[src/rtl/dcache_flush_unit_pkg.sv]
// dcache_flush_unit_pkg
//   Shared types for the D$ flush/init unit.
//   dcache_flush_state_e : walker FSM states
//   dcache_tag_status_t  : status bits returned by a tag read
package dcache_flush_unit_pkg;

  typedef enum logic [2:0] {
    INIT,
    IDLE,
    READ,
    CHECK,
    WB,
    WB_WAIT,
    INVAL,
    ACK
  } dcache_flush_state_e;

  typedef struct packed {
    logic valid;
    logic dirty;
  } dcache_tag_status_t;

endpackage

[src/rtl/dcache_flush_unit_counter.sv]
// dcache_flush_unit_counter
//   Generic W-bit up-counter with synchronous clear. Wraps to 0 after all-ones.
//   clk_i, rst_ni : clock, async active-low reset
//   clr_i         : force count to 0 (wins over en_i)
//   en_i          : increment
//   cnt_o         : current count (registered)
//   max_o         : count is all-ones, i.e. the next increment overflows
module dcache_flush_unit_counter #(
  parameter int W = 4
) (
  input  logic         clk_i,
  input  logic         rst_ni,
  input  logic         clr_i,
  input  logic         en_i,
  output logic [W-1:0] cnt_o,
  output logic         max_o
);

  logic [W-1:0] cnt_d, cnt_q;

  always_comb begin
    cnt_d = cnt_q;
    if (clr_i)     cnt_d = '0;
    else if (en_i) cnt_d = cnt_q + W'(1);
  end

  always_ff @(posedge clk_i or negedge rst_ni) begin
    if (!rst_ni) cnt_q <= '0;
    else         cnt_q <= cnt_d;
  end

  assign cnt_o = cnt_q;
  assign max_o = &cnt_q;

endmodule

[src/rtl/dcache_flush_unit.sv]
// dcache_flush_unit
//   Walks every (set, way) of the D$: after reset it invalidates all lines
//   (unless no_init_i), and on a flush request it reads each tag, writes back
//   valid dirty lines, invalidates valid lines and pulses flush_ack_o.
//   Controller side : flush_i, flush_ack_o, busy_o, no_init_i
//   Tag array side  : tag_req_o/tag_gnt_i, tag_we_o, tag_idx_o, tag_way_o,
//                     tag_rvalid_i, tag_valid_i, tag_dirty_i
//   Writeback side  : wb_req_o/wb_gnt_i, wb_done_i
//   All outputs are registered; address comes straight from the line counter.
module dcache_flush_unit
  import dcache_flush_unit_pkg::*;
#(
  parameter  int NR_SETS = 256,
  parameter  int NR_WAYS = 8,
  localparam int IDX_W   = $clog2(NR_SETS),
  localparam int WAY_W   = $clog2(NR_WAYS)
) (
  input  logic             clk_i,
  input  logic             rst_ni,
  input  logic             flush_i,
  output logic             flush_ack_o,
  output logic             busy_o,
  input  logic             no_init_i,
  output logic             tag_req_o,
  input  logic             tag_gnt_i,
  output logic             tag_we_o,
  output logic [IDX_W-1:0] tag_idx_o,
  output logic [WAY_W-1:0] tag_way_o,
  input  logic             tag_rvalid_i,
  input  logic             tag_valid_i,
  input  logic             tag_dirty_i,
  output logic             wb_req_o,
  input  logic             wb_gnt_i,
  input  logic             wb_done_i
);

  localparam int LINE_W = IDX_W + WAY_W;

  dcache_flush_state_e state_d, state_q;
  logic tag_req_d, tag_req_q;
  logic tag_we_d, tag_we_q;
  logic wb_req_d, wb_req_q;
  logic ack_d, ack_q;
  logic busy_d, busy_q;
  logic pend_d, pend_q;      // flush seen while still initialising
  logic wb_out_d, wb_out_q;  // writeback granted, completion not yet seen

  logic              cnt_clr, cnt_en, last_line;
  logic [LINE_W-1:0] line;
  dcache_tag_status_t tag_st;

  assign tag_st = '{valid: tag_valid_i, dirty: tag_dirty_i};

  // {idx, way} pointer: way is the low field so it is the inner loop.
  dcache_flush_unit_counter #(.W(LINE_W)) u_line_cnt (
    .clk_i (clk_i),
    .rst_ni(rst_ni),
    .clr_i (cnt_clr),
    .en_i  (cnt_en),
    .cnt_o (line),
    .max_o (last_line)
  );

  always_comb begin
    state_d   = state_q;
    tag_req_d = 1'b0;
    tag_we_d  = 1'b0;
    wb_req_d  = 1'b0;
    ack_d     = 1'b0;
    pend_d    = pend_q;
    wb_out_d  = wb_out_q;
    cnt_clr   = 1'b0;
    cnt_en    = 1'b0;
    unique case (state_q)
      INIT: begin
        if (flush_i) pend_d = 1'b1;
        // tag_req_q low only in the first INIT cycle: decide skip vs. walk.
        if (!tag_req_q) begin
          if (no_init_i) state_d = IDLE;
          else begin
            tag_req_d = 1'b1;
            tag_we_d  = 1'b1;
          end
        end else if (tag_gnt_i) begin
          cnt_en = 1'b1;
          if (last_line) state_d = IDLE;
          else begin
            tag_req_d = 1'b1;
            tag_we_d  = 1'b1;
          end
        end else begin
          tag_req_d = 1'b1;
          tag_we_d  = 1'b1;
        end
      end
      IDLE: begin
        if (flush_i || pend_q) begin
          state_d   = READ;
          pend_d    = 1'b0;
          cnt_clr   = 1'b1;
          tag_req_d = 1'b1;
        end
      end
      READ: begin
        if (tag_gnt_i) state_d = CHECK;
        else           tag_req_d = 1'b1;
      end
      CHECK: begin
        if (tag_rvalid_i) begin
          if (tag_st.valid && tag_st.dirty) begin
            state_d  = WB;
            wb_req_d = 1'b1;
          end else if (tag_st.valid) begin
            state_d   = INVAL;
            tag_req_d = 1'b1;
            tag_we_d  = 1'b1;
          end else begin
            cnt_en = 1'b1;
            if (last_line) begin
              state_d = ACK;
              ack_d   = 1'b1;
            end else begin
              state_d   = READ;
              tag_req_d = 1'b1;
            end
          end
        end
      end
      WB: begin
        if (wb_gnt_i) begin
          // completion may coincide with the grant
          if (wb_done_i) begin
            state_d   = INVAL;
            tag_req_d = 1'b1;
            tag_we_d  = 1'b1;
          end else begin
            state_d  = WB_WAIT;
            wb_out_d = 1'b1;
          end
        end else begin
          wb_req_d = 1'b1;
        end
      end
      WB_WAIT: begin
        if (wb_done_i) begin
          state_d   = INVAL;
          wb_out_d  = 1'b0;
          tag_req_d = 1'b1;
          tag_we_d  = 1'b1;
        end
      end
      INVAL: begin
        if (tag_gnt_i) begin
          cnt_en = 1'b1;
          if (last_line) begin
            state_d = ACK;
            ack_d   = 1'b1;
          end else begin
            state_d   = READ;
            tag_req_d = 1'b1;
          end
        end else begin
          tag_req_d = 1'b1;
          tag_we_d  = 1'b1;
        end
      end
      ACK:     state_d = IDLE;
      default: state_d = INIT;
    endcase
    busy_d = !(state_d inside {IDLE, ACK}) || wb_out_d;
  end

  always_ff @(posedge clk_i or negedge rst_ni) begin
    if (!rst_ni) begin
      state_q   <= INIT;
      tag_req_q <= 1'b0;
      tag_we_q  <= 1'b0;
      wb_req_q  <= 1'b0;
      ack_q     <= 1'b0;
      busy_q    <= 1'b0;
      pend_q    <= 1'b0;
      wb_out_q  <= 1'b0;
    end else begin
      state_q   <= state_d;
      tag_req_q <= tag_req_d;
      tag_we_q  <= tag_we_d;
      wb_req_q  <= wb_req_d;
      ack_q     <= ack_d;
      busy_q    <= busy_d;
      pend_q    <= pend_d;
      wb_out_q  <= wb_out_d;
    end
  end

  assign tag_req_o   = tag_req_q;
  assign tag_we_o    = tag_we_q;
  assign tag_idx_o   = line[LINE_W-1:WAY_W];
  assign tag_way_o   = line[WAY_W-1:0];
  assign wb_req_o    = wb_req_q;
  assign flush_ack_o = ack_q;
  assign busy_o      = busy_q;

endmodule

[config.mk]
export PLATFORM = sky130hd
export DESIGN_NAME = dcache_flush_unit
export DESIGN_NICKNAME = d
export VERILOG_FILES = /design/src/rtl/dcache_flush_unit_pkg.sv /design/src/rtl/dcache_flush_unit_counter.sv /design/src/rtl/dcache_flush_unit.sv
export SDC_FILE = /design/constraint.sdc
export NUM_CORES = 1
export LEC_CHECK = 0
export CORE_MARGIN = 2
export CORE_UTILIZATION = 40
export CTS_CLUSTER_DIAMETER = 50
export DETAILED_ROUTE_END_ITERATION = 10
export PLACE_DENSITY = 0.64
export SYNTH_ARGS = -nofsm -noshare
export SYNTH_HDL_FRONTEND = slang
export SYNTH_HIERARCHICAL = 1
export SYNTH_SLANG_ARGS = --single-unit
export TNS_END_PERCENT = 100
[constraint.sdc]
create_clock -name clk_i -period 2.9 [get_ports clk_i]
set_input_delay 0.435 -clock clk_i [delete_from_list [all_inputs] [get_ports clk_i]]
set_output_delay 0.435 -clock clk_i [all_outputs]
set_load 0.01 [all_outputs]
==> impl_summary.md <==
Outcome
The run finished with clean final reports.

Min path
In this run the worst hold path is classified as input pin to asynchronous set/reset pin.

STA
For the finished layout, the period the worst path requires is 2370 ps. Setup repair after global routing left no endpoint under its margin. Timing would allow up to 422 MHz. The tightest slew margin relative to the limit is 0.575. On the final layout, the worst clock skew is 5.68 ps.

On the final layout, the worst hold slack is 455 ps. The number of hold-slack violations in the final timing report is 0. The number of slew-limit violations in the final report came to 0. The setup violation total in the final timing report is 0. For the pin with the worst max-slew slack, the measured transition is 636 ps. In the finished design, the share of the clock period the worst path needs comes to 0.817. The sum of negative setup slack is 0 ps.

Die
The overall die area is 3500 um2. The initial utilization of the core area, before any placement, comes to 0.409. In this run the horizontal extent of the chip is 59.2 um. The number of placed I/O pins is 26. The die is 59.2 um tall. The core footprint is 2980 um2. Row generation in the floorplan step produced 20 rows.

Drt
The wire length per cell is 13.6 um. After detailed routing, the number of vias per cell comes to 5.48. The routed layout has 1041 vias. The first routing iteration left 23 violations. After detailed routing, the number of remaining DRC violations is 0.

The count of nets left with antenna violations after detail routing is 0. The first TritonRoute pass finished after 4 iterations. The routed design has 2590 um of wire.

Global routing
The global router's overall resource usage is 0.163. The number of antenna violations at the first check in global routing was 0. After global routing the overflow that remains totals 0. The wire length of the first global-routing pass is 4300 um.

The via count of the first global-routing pass is 936. Entering global routing, the biggest net connects 22 pins.

Synth
The netlist area before placement is 1220 um2. The synthesized area divided by synthesized cell count is 9.51 um2. The Yosys step of the flow raised 6 warnings. The most used flip-flop cell after synthesis is dfrtp_1. The number of enable-type register cells in the synthesized netlist is 0. In the synthesized netlist, the number of instances is 128. The synthesized netlist net count is 139. After synthesis, the cell types taking the most area are dfrtp_1 (43%), nor2b_1 (4.1%), nor2_1 (4.0%).

Counting flops with an async set or reset pin after synthesis yields a share of 1.00. Synthesis inferred 21 register bits. The largest area contributor in the netlist is dfrtp_1. The netlist uses 42 different library cells. The sequential fraction of the synthesis area is 0.432. The share of the synthesized area in the top cell type is 0.432.

Worst setup path
Of all nets on the critical path, the largest fanout is 14. The data arrival time at the worst-slack endpoint is 2580 ps. The signal on the critical path passes through nor2_2 > a21oi_1 > o32ai_1 > inv_1 > nor4_1 > mux2_2.

The endpoint class of the critical path is a register. The worst register-to-register path has a setup slack of 530 ps. For this run, the slowest stage of the critical path takes 560 ps.

The cell with the biggest individual delay on the critical path is dfrtp_1. In this run the critical register-to-register path is captured at u_line_cnt/cnt_o[10]. The number of cells on the worst reg-to-reg path is 6.

STA classifies the critical path startpoint as a register. The worst setup path is of the register to register kind. At the worst endpoint, the required time is 3110 ps. In this run the critical register-to-register path is launched from state_q[2].

Clock network
The number of sinks on the clock net is 21. In this run, post-CTS hold repair placed 0 buffers. The clock reaches the later pin of the worst-skew pair after 310 ps. The total of cells resized after clock tree synthesis is 0. CTS built an H-tree with a depth of 1. The number of setup buffers added after CTS is 0. The number of clock buffers added by TritonCTS is 3. Clock-pin slew was measured on the worst setup and hold paths at 120 ps. The clock root buffer master is clkbuf_4.

The TritonCTS clock tree is built. The maximum number of buffers from clock root to sink is 2.

Placed design
Port buffering added 25 buffers. The placed wire-length estimate after detailed placement is 1920 um. The weighted congestion reported at the end of routability-driven placement is 0.805.

Power and ir drop
The relative contribution of the clock network to total power is 0.131. Of the total power, the share spent switching nets is 0.397. IR analysis of the VDD net gives a maximum drop of 0.349 mV.

The sequential group share of total power is 0.420. The standby leakage power is 0.607 nW. The analysis attributes to net switching a power of 0.435 mW.

The cell-internal power is 0.659 mW. The total power divided by cell area is 712 nW/um2. Of the total power, combinational logic draws 0.449.

Final layout
Leaving out fill and tap cells, the most frequent cell in the layout is clkdlybuf4s50_1. At the end of the flow, the number of nets in the layout was 169. The final antenna diode count is 0.

The area overhead of the layout relative to synthesis is 26.2%. In the final layout, the share of cells above drive strength 1 is 0.115. The top cell types in the final layout, fill and taps aside, are clkdlybuf4s50_1 (25), dfrtp_1 (21), nor2_1 (13). The share of the core filled with cells in the final layout is 0.516. Counting the fill cells in the layout gives 287.

Run
The number of max-cap violations is 0.
worst max-delay path by stage:
stage                              startpoint              endpoint  slack (ps)  cells past startpoint
after floorplan           u_line_cnt/cnt_o[0]                busy_o         660                      8
after global placement              tag_gnt_i  u_line_cnt/cnt_o[10]         390                      6
after detailed placement            tag_gnt_i  u_line_cnt/cnt_o[10]         350                      6
after CTS                          state_q[2]  u_line_cnt/cnt_o[10]         540                      6
after global routing               state_q[2]   u_line_cnt/cnt_o[9]         370                      6
final                              state_q[2]  u_line_cnt/cnt_o[10]         530                      6
cells by family (layout without fill, tap and decap cells):
family | count (synthesis) | count (layout) | share of synthesized area
flops | 21 | 21 | 0.432
mux | 4 | 4 | 0.0349
buf+inv | 13 | 42 | 0.0586
compound gates | 32 | 32 | 0.183
simple gates | 52 | 52 | 0.246
fa+ha+maj | 1 | 1 | 0.0103
xor+xnor | 5 | 5 | 0.0360
worst max-delay path, delay by kind of cell (launching register included):
kind	cells	cell delay, ps
buffers and inverters	1	90
AOI/OAI and AO/OA	2	650
DFF	1	560
and+or+nand+nor	2	600
muxes	1	370
cell usage after synthesis, drive strengths merged (2+ instances only):
master and count:
mux2 2, xnor2 2, nand2 6, nand2b 2
inv 7, or3 3, a31oi 2, dfrtp 21
buf 6, nor2 14, nand4 4, o32ai 2
a21oi 7, o21ai 10, nand4b 2, nor4 3
or4 2, o211ai 3, mux2i 2, o31ai 3
nor2b 8, xor2 3
per-layer routing:
metal | global-route usage | vias up | share of wire
met2 | 0.244 | 15 | 0.48
met4 | 0.0390 | 0 | 0.0066
met5 | 0 | - | 0
met3 | 0.0502 | 2 | 0.034
met1 | 0.231 | 499 | 0.48
li1 | - | 525 | -
cell type report:
type | instances | area [um2] | area share
Clock buffer | 3 | 22.5 | 0.0147
Clock inverter | 1 | 5.00 | 0.00326
Multi-Input combinational cell | 94 | 621 | 0.404
Tap cell | 33 | 41.3 | 0.0269
Timing Repair Buffer | 31 | 295 | 0.192
Inverter | 7 | 26.3 | 0.0171
Sequential cell | 21 | 526 | 0.342
metrics by stage:
step                      area (um2)  power, mW  setup WS (ps)  instances
final                           1540       1.09            531        190
after global placement          1510      0.948            390        186
after CTS                       1540       1.10            543        190
after global routing            1540       1.18            368        190
after detailed placement        1510      0.958            348        186
after floorplan                 1220      0.801            656        128
power groups by stage:
| stage | clock network (mW) | registers [mW] | logic (mW) |
|---|---|---|---|
| after floorplan | 0 | 0.434 | 0.367 |
| after global placement | 0 | 0.462 | 0.486 |
| after detailed placement | 0 | 0.465 | 0.493 |
| after CTS | 0.148 | 0.458 | 0.496 |
| after global routing | 0.159 | 0.471 | 0.549 |
| final | 0.143 | 0.459 | 0.491 |
registers in the layout (all words and copies together) (netlist names):
name,count
busy_o,1
flush_ack_o,1
pend_q,1
state_q,3
tag_req_o,1
tag_we_o,1
u_line_cnt/cnt_o,11
wb_out_q,1
wb_req_o,1
(Power assumes the default switching activity.)
